`config.mk`:
```
export PLATFORM = sky130hd
export DESIGN_NAME = sp_ram_burst_master
export DESIGN_NICKNAME = d
export VERILOG_FILES = /design/src/rtl/sp_ram_burst_master.sv
export SDC_FILE = /design/constraint.sdc
export NUM_CORES = 1
export LEC_CHECK = 0
export CAP_MARGIN = 10
export CORE_ASPECT_RATIO = 1.25
export CORE_MARGIN = 3
export CORE_UTILIZATION = 41
export DETAILED_ROUTE_END_ITERATION = 16
export GPL_TIMING_DRIVEN = 0
export MAX_ROUTING_LAYER = met4
export PLACE_DENSITY = 0.82
export SKIP_LAST_GASP = 1
export SLEW_MARGIN = 20
export SYNTH_ARGS = -nofsm -noshare
export SYNTH_HDL_FRONTEND = slang
export SYNTH_SLANG_ARGS = --single-unit
```
`constraint.sdc`:
```
create_clock -name clk -period 3.06 [get_ports clk]
set_input_delay 0.612 -clock clk [delete_from_list [all_inputs] [get_ports clk]]
set_output_delay 0.612 -clock clk [all_outputs]
set_load 0.1 [all_outputs]
```
`src/rtl/sp_ram_burst_master.sv`:
```
// rtl/sp_ram_burst_master.sv - burst initiator for a single-port RAM with valid/ready data streams
module sp_ram_burst_master #(
  parameter int ADDR_WIDTH = 22,
  parameter int DATA_WIDTH = 32,
  parameter int LEN_WIDTH  = 8
) (
  input  logic                    clk,
  input  logic                    rst,
  input  logic                    cmd_valid_i,
  output logic                    cmd_ready_o,
  input  logic                    cmd_write_i,
  input  logic [ADDR_WIDTH-1:0]   cmd_addr_i,
  input  logic [LEN_WIDTH-1:0]    cmd_len_i,
  input  logic                    wr_valid_i,
  output logic                    wr_ready_o,
  input  logic [DATA_WIDTH-1:0]   wr_data_i,
  input  logic [DATA_WIDTH/8-1:0] wr_be_i,
  output logic                    rd_valid_o,
  input  logic                    rd_ready_i,
  output logic [DATA_WIDTH-1:0]   rd_data_o,
  output logic                    done_o,
  output logic                    busy_o,
  output logic                    ram_en_o,
  output logic [ADDR_WIDTH-1:0]   ram_addr_o,
  output logic [DATA_WIDTH-1:0]   ram_wdata_o,
  output logic                    ram_we_o,
  output logic [DATA_WIDTH/8-1:0] ram_be_o,
  input  logic [DATA_WIDTH-1:0]   ram_rdata_i
);
  localparam int BYTES = DATA_WIDTH / 8;
  localparam int OFF   = $clog2(BYTES);
  localparam logic [ADDR_WIDTH-1:0] ADDR_STEP = ADDR_WIDTH'(BYTES);
  localparam logic [ADDR_WIDTH-1:0] ADDR_MASK = {ADDR_WIDTH{1'b1}} << OFF;

  localparam logic [1:0] S_IDLE  = 2'd0;
  localparam logic [1:0] S_WRITE = 2'd1;
  localparam logic [1:0] S_READ  = 2'd2;
  localparam logic [1:0] S_DONE  = 2'd3;

  logic [1:0]            state;
  logic [ADDR_WIDTH-1:0] addr;
  logic [LEN_WIDTH-1:0]  cnt;
  logic                  inflight;
  logic [DATA_WIDTH-1:0] fifo_mem [2];
  logic                  fifo_wptr;
  logic                  fifo_rptr;
  logic [1:0]            fifo_cnt;

  logic       cmd_fire;
  logic       wr_beat;
  logic       pop;
  logic       rd_issue;
  logic [2:0] occ_after;

  assign cmd_fire = cmd_valid_i & cmd_ready_o;
  assign wr_beat  = (state == S_WRITE) & wr_valid_i;
  assign pop      = rd_valid_o & rd_ready_i;

  // Outstanding words (buffered + in flight) once this cycle's pop retires; issuing
  // against this value keeps the total within two and still allows 1 word/cycle.
  assign occ_after = {1'b0, fifo_cnt} + {2'b00, inflight} - {2'b00, pop};
  assign rd_issue  = (state == S_READ) && (cnt != '0) && (occ_after < 3'd2);

  always_comb begin
    cmd_ready_o = (state == S_IDLE);
    busy_o      = (state != S_IDLE);
    done_o      = (state == S_DONE);
    wr_ready_o  = (state == S_WRITE);
    ram_en_o    = wr_beat | rd_issue;
    ram_we_o    = wr_beat;
    ram_addr_o  = (state == S_WRITE || state == S_READ) ? addr : '0;
    ram_wdata_o = (state == S_WRITE) ? wr_data_i : '0;
    ram_be_o    = '0;
    if (state == S_WRITE) ram_be_o = wr_be_i;
    else if (rd_issue)    ram_be_o = '1;
    // The word arriving this cycle is already visible at the head when the buffer is empty.
    rd_valid_o  = (fifo_cnt != 2'd0) | inflight;
    rd_data_o   = '0;
    if (fifo_cnt != 2'd0) rd_data_o = fifo_mem[fifo_rptr];
    else if (inflight)    rd_data_o = ram_rdata_i;
  end

  always_ff @(posedge clk) begin
    if (inflight) fifo_mem[fifo_wptr] <= ram_rdata_i;
  end

  always_ff @(posedge clk) begin
    if (rst) begin
      state     <= S_IDLE;
      addr      <= '0;
      cnt       <= '0;
      inflight  <= 1'b0;
      fifo_wptr <= 1'b0;
      fifo_rptr <= 1'b0;
      fifo_cnt  <= 2'd0;
    end else begin
      inflight <= rd_issue;
      fifo_cnt <= occ_after[1:0];
      if (inflight) fifo_wptr <= ~fifo_wptr;
      if (pop)      fifo_rptr <= ~fifo_rptr;
      case (state)
        S_IDLE: begin
          if (cmd_fire) begin
            addr <= cmd_addr_i & ADDR_MASK;
            cnt  <= cmd_len_i;
            if (cmd_len_i == '0) state <= S_DONE;
            else if (cmd_write_i) state <= S_WRITE;
            else state <= S_READ;
          end
        end
        S_WRITE: begin
          if (wr_beat) begin
            addr <= addr + ADDR_STEP;
            cnt  <= cnt - LEN_WIDTH'(1);
            if (cnt == LEN_WIDTH'(1)) state <= S_DONE;
          end
        end
        S_READ: begin
          if (rd_issue) begin
            addr <= addr + ADDR_STEP;
            cnt  <= cnt - LEN_WIDTH'(1);
          end
          if (cnt == '0 && occ_after == 3'd0) state <= S_DONE;
        end
        default: state <= S_IDLE;
      endcase
    end
  end
endmodule

```
==> results of run 1 <==
worst max-delay path, delay by kind of cell (launching register included):
kind,cells,cell delay [ns]
buffers and inverters,3,0.32
AOI/OAI and AO/OA,1,0.12
and+or+nand+nor,5,1.11
adders and majority gates,3,0.85
DFF,1,0.35
state kept, by name, indices dropped and copies added (netlist names), named ones only:
| signal | count |
|---|---|
| addr | 20 |
| cnt | 8 |
| fifo_cnt | 2 |
| fifo_mem | 64 |
| fifo_rptr | 1 |
| fifo_wptr | 1 |
| inflight | 1 |
| state | 2 |
how the worst max path moves through the flow:
stage / from / endpoint / slack (ns) / cells after the start
finish: inflight / ram_be_o[3] / -0.62 / 12
global route: inflight / ram_be_o[2] / -0.73 / 13
CTS: inflight / ram_be_o[3] / -0.63 / 12
detailed placement: rd_ready_i / ram_be_o[1] / -1.62 / 12
global placement: rd_ready_i / ram_be_o[3] / -1.58 / 12
floorplan: inflight / ram_be_o[0] / -0.49 / 12
cells in the final DEF (no fill, tap or decap), types with 5 or more instances in the layout:
cell,netlist,layout
o21ai_2,1,31
edfxtp_1,64,64
a211oi_1,9,9
nor2_2,0,6
clkbuf_1,35,20
clkbuf_4,0,5
clkbuf_2,0,20
buf_6,1,7
buf_4,2,17
clkdlybuf4s50_1,0,105
o31ai_1,8,6
nor2_1,25,18
inv_1,19,17
nand3_1,39,39
a31oi_1,6,6
a21oi_1,23,23
mux2i_1,34,34
and2_1,52,50
ha_1,10,6
buf_12,0,5
clkbuf_16,0,9
nand2_1,25,24
o32ai_1,9,9
nor4_1,7,7
o311ai_1,6,6
nand4_1,6,6
nor3_1,15,15
dfxtp_1,36,35
buf_2,3,25
clkdlybuf4s15_2,0,32
cells by family (layout without fill, tap and decap cells):
kind of cell,Yosys count,in the layout,synth area share
and+or+nand+nor,191,191,0.191
muxes,34,34,0.0629
DFF,100,100,0.488
buffers and inverters,63,280,0.0472
other,1,2,0.000693
AOI/OAI and AO/OA,139,139,0.179
xor gates and xnor gates,3,3,0.00486
adders and majority gates,11,11,0.0268
metrics by stage:
step	setup WS [ns]	hold WS [ns]	utilization	setup TNS (ns)	std cells
after floorplan	-0.486	0.465	-	-2.61	543
after global placement	-1.58	0.490	0.609	-40.62	906
after detailed placement	-1.62	0.488	0.612	-43.14	907
after CTS	-0.635	0.504	0.649	-6.61	926
after global routing	-0.726	0.531	0.639	-13.83	928
final	-0.622	0.519	0.639	-9.88	928
timing repair:
action / 4_1_cts / 5_1_grt
endpoints found under the hold margin: 0 / 0
pin swaps: 4 / 3
setup buffers: 4 / 2
setup endpoints to repair: 115 / 113
resized for setup: 336 / 96
per-layer routing:
layer  share of wire  up-vias  wire length [um]
met5               0        -                 0
met4           0.021        0               363
met3           0.085       36              1480
met2            0.48      286              8410
met1            0.41     2493              7120
li1                -     2454                 -
cell type report:
| cell class | instances | area share |
|---|---|---|
| clock buffers | 9 | 0.0276 |
| flip-flops and latches | 100 | 0.324 |
| multi-input cells | 380 | 0.338 |
| inverters | 19 | 0.00919 |
| well taps | 168 | 0.0257 |
| clock inverters | 7 | 0.0121 |
| plain buffers | 43 | 0.0270 |
| repair buffers | 202 | 0.237 |
==> summary.md, run 1 <==
| Metric | Value |
|---|---|
| Tcrit/Tclk final | 1.20 |
| CTS root buf | clkbuf_16 |
| Total number of vias | 5,269 |
| Hold path cells | 2 |
| Register area | 0.00264 mm^2 |
| Largest net degree at the start of global routing | 33 |
| Multi-input gate area | 0.00276 mm^2 |
| CTS tree | built |
| RSZ-0062 raised after global routing | yes |
| DRC viols | 0 |
| First-pass GRT wire length | 27.1 mm |
| Critical R2R Capture | cnt[1] |
| Fillers | 1,044 |
| Clock Sink Count | 100 |
| Floorplan die height | 134 um |
| Ys Warns | 0 |
| CTS Buffer Depth | 2 |
| CP Launch Type | register |
| Gr usage total | 0.241 |
| Worst Tran Pin Value | 1.02 ns |
| Final setup viols | 33 |
| Initial antenna violation count | 0 |
| Met1 Usage GRT | 0.308 |
| Avg WL per Cell | 18.7 um |
| Post-route cell area | 0.00817 mm^2 |
| Synth cell types | 61 |
| Hold Path Class | register to register |
| GRT Max-Usage Layer | met2 |
| Worst r2r path cells | 14 |
| CP most frequent cell | ha_4 |
| CTS clk-pin slew, worst paths | 0.07 ns |
| Top cell type's share of synthesized area | 0.355 |
| FF-to-FF Start | inflight |
| Req. time, crit path | 2.45 ns |
| Chip Width | 109 um |
| Peak Freq | 272 MHz |
| CTS Buf Count | 9 |
| Post-synth top cells | edfxtp_1, and2_1, nand3_1, dfxtp_1, o21ai_0 |
| Arr. time, crit path | 3.07 ns |
| Hold Startpoint | fifo_rptr |
| Largest cells by area after synthesis | edfxtp_1, dfxtp_1, mux2i_1 |
| Clock latency on the worst-skew pair | 0.34 ns |
| Placed inst area | 0.00782 mm^2 |
| Status | finished, violations left |
| Mapped Area | 0.00541 mm^2 |
| CP Class | register to output pin |
| Worst path max stage delay | 0.44 ns |
| CP Max Fanout | 4 |
| Die ar. | 0.0146 mm^2 |
| Post-synth EDFFs | 64 |
| Grt total ovfl | 0 |
| Syn Inst Count | 542 |
| Initial DRC Count | 492 |
| Top-count cell post-synth | edfxtp_1 |
| Most common flop cell mapped by yosys | edfxtp_1 |
| Grt met2 use | 0.385 |
| Top cell type by total area after synthesis | edfxtp_1 |
| Failing checks | setup timing |
| Minimum clock period | 3.68 ns |
| ANT cells | 0 |
| Worst relative slew slack | 0.319 |
| Reg2reg setup slack | -0.43 ns |
| Clock Skew | 0.00670 ns |
| ANT nets after route | 0 |
| Row count | 46 |
| Post-CTS Hold Fix Bufs | 0 |
| Final slew viol count | 0 |
| Number of synthesized register bits | 100 |
| Area added between synthesis and finish | 50.9% |
| Routability cong. | 0.922 |
| Post-DP HPWL | 12.8 mm |
| DR pass1 iterations | 5 |
| Final hold violation count | 0 |
| Seq/Total Area, Yosys | 0.488 |
| H-tree depth | 3 |
| Crit-path cells | buf_8, or3_4, and2_4, ha_4, inv_2, ha_4, fa_2, nand3b_1, or2_4, nor2_4, a21o_4, buf_12 |
| Number of global-route vias before repair | 5,351 |
| Crit-path slowest cell | fa_2 |
| Initial Util | 0.424 |
| I/O pin count | 201 |
| CP endpoint kind | output pin |
| Layout cell share with drive strength beyond 1 | 0.264 |
| Vias/cell | 5.68 |
| Max Cap Viol | 0 |
| Total wire length | 17.4 mm |
| Asr flop ratio synth | 0 |
| Fin nets | 870 |
| GR Layer Usage met3 | 0.0440 |
| PnR worst setup slack | -0.622 ns |
| Core Footprint | 0.0128 mm^2 |
| Avg Cell Area, Syn | 9.99 um^2 |
| Port Buffer Count | 195 |
Power of run 1 is not shown: default switching activity piles up to over one toggle a cycle in this logic, so the estimate is an artifact.
==> run 2, diff against run 1 <==
--- a/config.mk
+++ b/config.mk
@@ -8,11 +8,12 @@
 export CAP_MARGIN = 10
 export CORE_ASPECT_RATIO = 1.25
 export CORE_MARGIN = 3
-export CORE_UTILIZATION = 41
+export CORE_UTILIZATION = 42
+export CTS_BUF_LIST = sky130_fd_sc_hd__clkbuf_4 sky130_fd_sc_hd__clkbuf_8
 export DETAILED_ROUTE_END_ITERATION = 16
 export GPL_TIMING_DRIVEN = 0
 export MAX_ROUTING_LAYER = met4
-export PLACE_DENSITY = 0.82
+export PLACE_DENSITY = 0.84
 export SKIP_LAST_GASP = 1
 export SLEW_MARGIN = 20
 export SYNTH_ARGS = -nofsm -noshare
==> run 2 against run 1 <==
- the flow still finishes with violations (setup timing)
- cell area up 5.3%
- die area down 2.3%
- wire length up 8.4%
- critical path depth up 1
- first-iteration DRC count down 29%
- flip-flop and latch count unchanged
- setup slack worse by 0.063 ns
==> summary.md, run 2 (synthesis results as in run 1) <==
| Metric | Value |
|---|---|
| Placed inst area | 0.00781 mm^2 (about the same) |
| Met2 wire length | 9.53 mm (+13%) |
| Minimum clock period | 3.75 ns (+0.0629 ns) |
| Top flop regs | fifo_mem: 64 flops, addr: 20 flops, cnt: 8 flops |
| Req. time, crit path | 2.45 ns (about the same) |
| Register area | 0.00264 mm^2 (unchanged) |
| Final hold violation count | 0 (unchanged) |
| CTS root buf | clkbuf_8 |
| DRC viols | 0 (unchanged) |
| CP Class | register to output pin |
| First-pass GRT wire length | 28.0 mm (+3.4%) |
| Clock Sink Count | 100 (unchanged) |
| Tcrit/Tclk final | 1.22 (+0.0205) |
| Top reg by flops | fifo_mem |
| Die ar. | 0.0143 mm^2 (-2.3%) |
| Sum Neg Setup Slack | -4.73 ns (+5.15 ns) |
| Failing checks | setup timing |
| Post-route cell area | 0.00860 mm^2 (+5.3%) |
| Initial antenna violation count | 0 (unchanged) |
| Layout cell share with drive strength beyond 1 | 0.316 (+0.0516) |
| PnR worst setup slack | -0.685 ns (-0.0629 ns) |
| RSZ-0062 raised after global routing | yes |
| Most common cell after layout, fill and taps aside | clkdlybuf4s50_1 |
| CP endpoint kind | output pin |
| Port Buffer Count | 195 (unchanged) |
| Total number of vias | 5,289 (+0.38%) |
| Final setup viols | 29 (-12%) |
| Grt total ovfl | 0 (unchanged) |
| Routability cong. | 0.952 (+3.2%) |
| Peak Freq | 267 MHz (-1.7%) |
| Hold Path Class | register to register |
| Worst Tran Pin Value | 1.16 ns (+0.146 ns) |
| Status | finished, violations left |
| Vias/cell | 5.65 (-0.48%) |
| Multi-input gate area | 0.00307 mm^2 (+11%) |
| Clock latency on the worst-skew pair | 0.38 ns (+0.04 ns) |
| CTS Buf Count | 9 (unchanged) |
| DP Cell Count | 903 (-0.44%) |
| Max Cap Viol | 0 (unchanged) |
| H-tree depth | 3 (unchanged) |
| CTS clk-pin slew, worst paths | 0.10 ns (+0.03 ns) |
| CTS tree | built |
| CTS Buffer Depth | 2 (unchanged) |
| Uppermost layer routed | met4 |
| Worst path max stage delay | 0.35 ns (-0.09 ns) |
| Met3 Wirelength | 1.44 mm (-2.5%) |
| Floorplan die height | 133 um (-1.1%) |
| Total wire length | 18.8 mm (+8.4%) |
| Max reg flops | 64 (unchanged) |
| Gr usage total | 0.253 (+0.0123) |
| Avg WL per Cell | 20.1 um (+7.4%) |
| Crit-path slowest cell | fa_2 |
| Fillers | 964 (-7.7%) |
| I/O pin count | 201 (unchanged) |
| Worst Hold Margin | 0.526 ns (+0.00681 ns) |
| Largest net degree at the start of global routing | 33 (unchanged) |
| Final slew viol count | 0 (unchanged) |
| Arr. time, crit path | 3.13 ns (+0.06 ns) |
| ANT cells | 0 (unchanged) |
| Hold path cells | 2 (unchanged) |
| Clock Skew | 0.0121 ns (+0.00537 ns) |
| Worst r2r path cells | 14 (unchanged) |
| Row count | 45 (-2.2%) |
| Initial Util | 0.437 (+0.0134) |
| Number of global-route vias before repair | 5,341 (-0.19%) |
| Chip Width | 108 um (-1.1%) |
| CP Launch Type | register |
| Commonest cells after routing, fill and taps aside | clkdlybuf4s50_1, edfxtp_1, and2_1 |
| CP Max Fanout | 4 (unchanged) |
| Crit-path cells | buf_8, or3_4, and2_4, ha_4, inv_4, ha_4, fa_2, xor2_2, nand3b_1, or2_4, nor2_4, a21o_4, buf_12 |
| Worst relative slew slack | 0.224 (-0.0954) |
| Fin nets | 882 (+1.4%) |
| CP most frequent cell | ha_4 |
| Core Footprint | 0.0124 mm^2 (-3.1%) |
| Post-DP HPWL | 13.6 mm (+6.2%) |
| Final Instance Count excl. Fillers | 936 (+0.86%) |
| WL met1 | 7.39 mm (+3.8%) |
| Initial DRC Count | 348 (-29%) |
| ANT nets after route | 0 (unchanged) |
| DR pass1 iterations | 5 (unchanged) |
| Area added between synthesis and finish | 58.8% |
## run 2: cell count changes in the layout (fill, tap and decap cells not counted), sizes merged
cell           delta
clkbuf            -5
buf               +9
bufinv            -2
clkinv            +1
dlygate4sd2       +1
clkdlybuf4s15     +6
inv               +1
clkdlybuf4s18     +1
## run 2: metal layers
layer	vias to the layer above	GRT usage
li1	2474	-
met1	2525	0.302
met2	254	0.422
met3	36	0.0483
met4	0	0.0968
met5	-	-
## run 2: critical path, delay by kind of cell (launching register included)
family / cells / cell delay [ns]
and+or+nand+nor: 5 / 1.04
adders and majority gates: 3 / 0.77
DFF: 1 / 0.34
buffers and inverters: 3 / 0.30
xor gates and xnor gates: 1 / 0.18
AOI/OAI and AO/OA: 1 / 0.12
## run 2: metrics by stage
step                setup WS [ns]  utilization
floorplan                  -0.486            -
global placement            -1.59        0.628
detailed placement          -1.64        0.631
CTS                        -0.688        0.658
global route               -0.804        0.694
finish                     -0.685        0.694
## run 2: final cells by class
class	instances	share of cell area
multi-input combinational	380	0.357
inverter	19	0.00902
tap	164	0.0239
clock inverter	7	0.00757
buffer	43	0.0284
timing repair buffer	214	0.252
sequential	100	0.308
clock buffer	9	0.0144
## run 2: final timing paths
check | from | endpoint | slack (ns)
worst min-delay path | addr[20] | addr[20] | 0.53
worst min register to register | addr[20] | addr[20] | 0.53
worst max-delay path | inflight | ram_be_o[3] | -0.69
worst max register to register | inflight | addr[10] | -0.15
## run 2: what timing repair did
action	CTS	global route
gates cloned	0	2
setup endpoints to repair	118	90
pin swaps	6	13
buffers inserted	6	10
resized for setup	378	114
endpoints found under the hold margin	0	0
hold buffers	0	0
Power of run 2 is left out for the same reason.
==> run 3, diff against run 2 <==
--- a/config.mk
+++ b/config.mk
@@ -14,6 +14,7 @@
 export GPL_TIMING_DRIVEN = 0
 export MAX_ROUTING_LAYER = met4
 export PLACE_DENSITY = 0.84
+export RECOVER_POWER = 50
 export SKIP_LAST_GASP = 1
 export SLEW_MARGIN = 20
 export SYNTH_ARGS = -nofsm -noshare
==> run 3 against run 2 <==
- the flow still finishes with violations (setup timing)
- register-to-register slack barely moved
- die area did not move
- final cell count rose by 0.21%
- highest routed layer unchanged
- critical path depth did not move
- clock skew barely moved
- global-route usage did not move
- first-iteration DRC count fell by 23%
- cell area barely moved
- count of clock-buffer cells in the layout did not move
- flip-flop and latch count did not move
- maximum frequency barely moved
- critical endpoint unchanged
==> summary.md, run 3 (synthesis results as in run 1) <==
| Metric | Value |
|---|---|
| Top flop regs | fifo_mem: 64 flops, addr: 20 flops, cnt: 8 flops |
| Routability cong. | 0.952 (unchanged) |
| CP most frequent cell | ha_4 |
| Clock Skew | 0.0125 ns (+0.000404 ns) |
| Port Buffer Count | 195 (unchanged) |
| Grt total ovfl | 0 (unchanged) |
| Worst r2r path cells | 14 (unchanged) |
| Top reg by flops | fifo_mem |
| CTS tree | built |
| DP Cell Count | 903 (unchanged) |
| Clock latency on the worst-skew pair | 0.38 ns (about the same) |
| Area added between synthesis and finish | 58.8% (about the same) |
| Final Instance Count excl. Fillers | 938 (+0.21%) |
| Row count | 45 (unchanged) |
| Req. time, crit path | 2.45 ns (about the same) |
| Peak Freq | 267 MHz (about the same) |
| Floorplan die height | 133 um (unchanged) |
| DRC viols | 0 (unchanged) |
| FF-to-FF Start | inflight |
| RSZ-0062 raised after global routing | yes |
| Most common cell after layout, fill and taps aside | clkdlybuf4s50_1 |
| Initial Util | 0.437 (unchanged) |
| Placed inst area | 0.00781 mm^2 (unchanged) |
| Worst relative slew slack | 0.0583 (-0.165) |
| Initial DRC Count | 268 (-23%) |
| Worst Tran Pin Value | 1.41 ns (+0.245 ns) |
| CTS root buf | clkbuf_8 |
| Reg2reg setup slack | -0.15 ns (about the same) |
| I/O pin count | 201 (unchanged) |
| CP Class | register to output pin |
| Clock Sink Count | 100 (unchanged) |
| Total wire length | 18.9 mm (+0.39%) |
| Core Footprint | 0.0124 mm^2 (unchanged) |
| Worst hold endpoint | addr[20] |
| Commonest cells after routing, fill and taps aside | clkdlybuf4s50_1, edfxtp_1, and2_1 |
| Worst path max stage delay | 0.35 ns (about the same) |
| Die ar. | 0.0143 mm^2 (unchanged) |
| ANT nets after route | 0 (unchanged) |
| Avg WL per Cell | 20.2 um (+0.18%) |
| Crit-path slowest cell | fa_2 |
| Total number of vias | 5,341 (+0.98%) |
| CP endpoint kind | output pin |
| Tcrit/Tclk final | 1.22 (about the same) |
| First-pass GRT wire length | 28.0 mm (unchanged) |
| CP Launch Type | register |
| Hold Path Class | register to register |
| CTS clk-pin slew, worst paths | 0.10 ns (about the same) |
| Fillers | 962 (-0.21%) |
| H-tree depth | 3 (unchanged) |
| Status | finished, violations left |
| DR pass1 iterations | 7 (+2) |
| Largest net degree at the start of global routing | 33 (unchanged) |
| Post-DP HPWL | 13.6 mm (unchanged) |
| Crit-path cells | buf_8, or3_4, and2_4, ha_4, inv_4, ha_4, fa_2, xor2_2, nand3b_1, or2_4, nor2_4, a21o_4, buf_12 |
| Initial antenna violation count | 2 (+2) |
| Fin nets | 882 (unchanged) |
| PnR worst setup slack | -0.687 ns (-0.00177 ns) |
| Post-route cell area | 0.00859 mm^2 (about the same) |
| Layout cell share with drive strength beyond 1 | 0.315 (-0.00130) |
| Minimum clock period | 3.75 ns (+0.00177 ns) |
| Max Cap Viol | 0 (unchanged) |
| Final setup viols | 29 (unchanged) |
| Vias/cell | 5.69 (+0.77%) |
| CTS Buffer Depth | 2 (unchanged) |
| Critical R2R Capture | addr[10] |
| Gr usage total | 0.253 (unchanged) |
| Max reg flops | 64 (unchanged) |
| Failing checks | setup timing |
| Arr. time, crit path | 3.13 ns (about the same) |
| Hold Startpoint | addr[20] |
| Hold path cells | 2 (unchanged) |
| Number of global-route vias before repair | 5,341 (unchanged) |
| Chip Width | 108 um (unchanged) |
| CTS Buf Count | 9 (unchanged) |
| Final slew viol count | 0 (unchanged) |
| Final hold violation count | 0 (unchanged) |
| CP Max Fanout | 4 (unchanged) |
-- run 3: critical path: cells and delay by family, from the launching register on --
family | cells | cell delay [ns]
AO/OA/AOI/OAI | 1 | 0.12
adder cells (fa/ha/maj) | 3 | 0.77
XOR/XNOR | 1 | 0.18
AND/OR/NAND/NOR | 5 | 1.04
flip-flops | 1 | 0.34
buffers and inverters | 3 | 0.30
-- run 3: stage by stage --
step / setup WS, ns / hold slack [ns] / util / setup TNS (ns)
2_1_floorplan: -0.486 / 0.465 / - / -2.61
3_3_place_gp: -1.59 / 0.490 / 0.628 / -42.16
3_5_place_dp: -1.64 / 0.499 / 0.631 / -48.49
4_1_cts: -0.688 / 0.515 / 0.658 / -8.40
5_1_grt: -0.804 / 0.540 / 0.694 / -7.74
6_report: -0.687 / 0.532 / 0.694 / -4.75
-- run 3: worst max path at each step --
stage	startpoint	to	slack (ns)	depth (start not counted)
after floorplan	inflight	ram_be_o[0]	-0.49	12
after global placement	rd_ready_i	ram_be_o[3]	-1.59	12
after detailed placement	rd_ready_i	ram_be_o[3]	-1.64	12
after CTS	inflight	ram_be_o[3]	-0.69	13
after global routing	inflight	ram_be_o[3]	-0.80	13
final	inflight	ram_be_o[3]	-0.69	13
-- run 3: repair_timing --
action | in CTS | in global routing
gates cloned | 0 | 2
resized for setup | 378 | 114
setup endpoints to repair | 118 | 90
pin swaps | 6 | 13
setup buffers | 6 | 10
hold buffers | 0 | 0
-- run 3: area by class of cell --
type	count	area, um^2	area share
well taps	164	205	0.0239
repair buffers	214	2160	0.252
clock inverters	7	65.1	0.00757
plain buffers	43	244	0.0284
clock buffers	9	124	0.0144
multi-input cells	380	3070	0.357
flip-flops and latches	100	2640	0.308
inverters	19	77.6	0.00903
diodes	2	5.00	0.000582
-- run 3: metal layers --
layer,wire [um],global-route usage,vias to the layer above
met5,0,-,-
met4,474,0.0968,0
met3,1430,0.0483,37
met2,9600,0.422,268
met1,7400,0.302,2561
li1,-,-,2475
Power of run 3 is left out for the same reason.
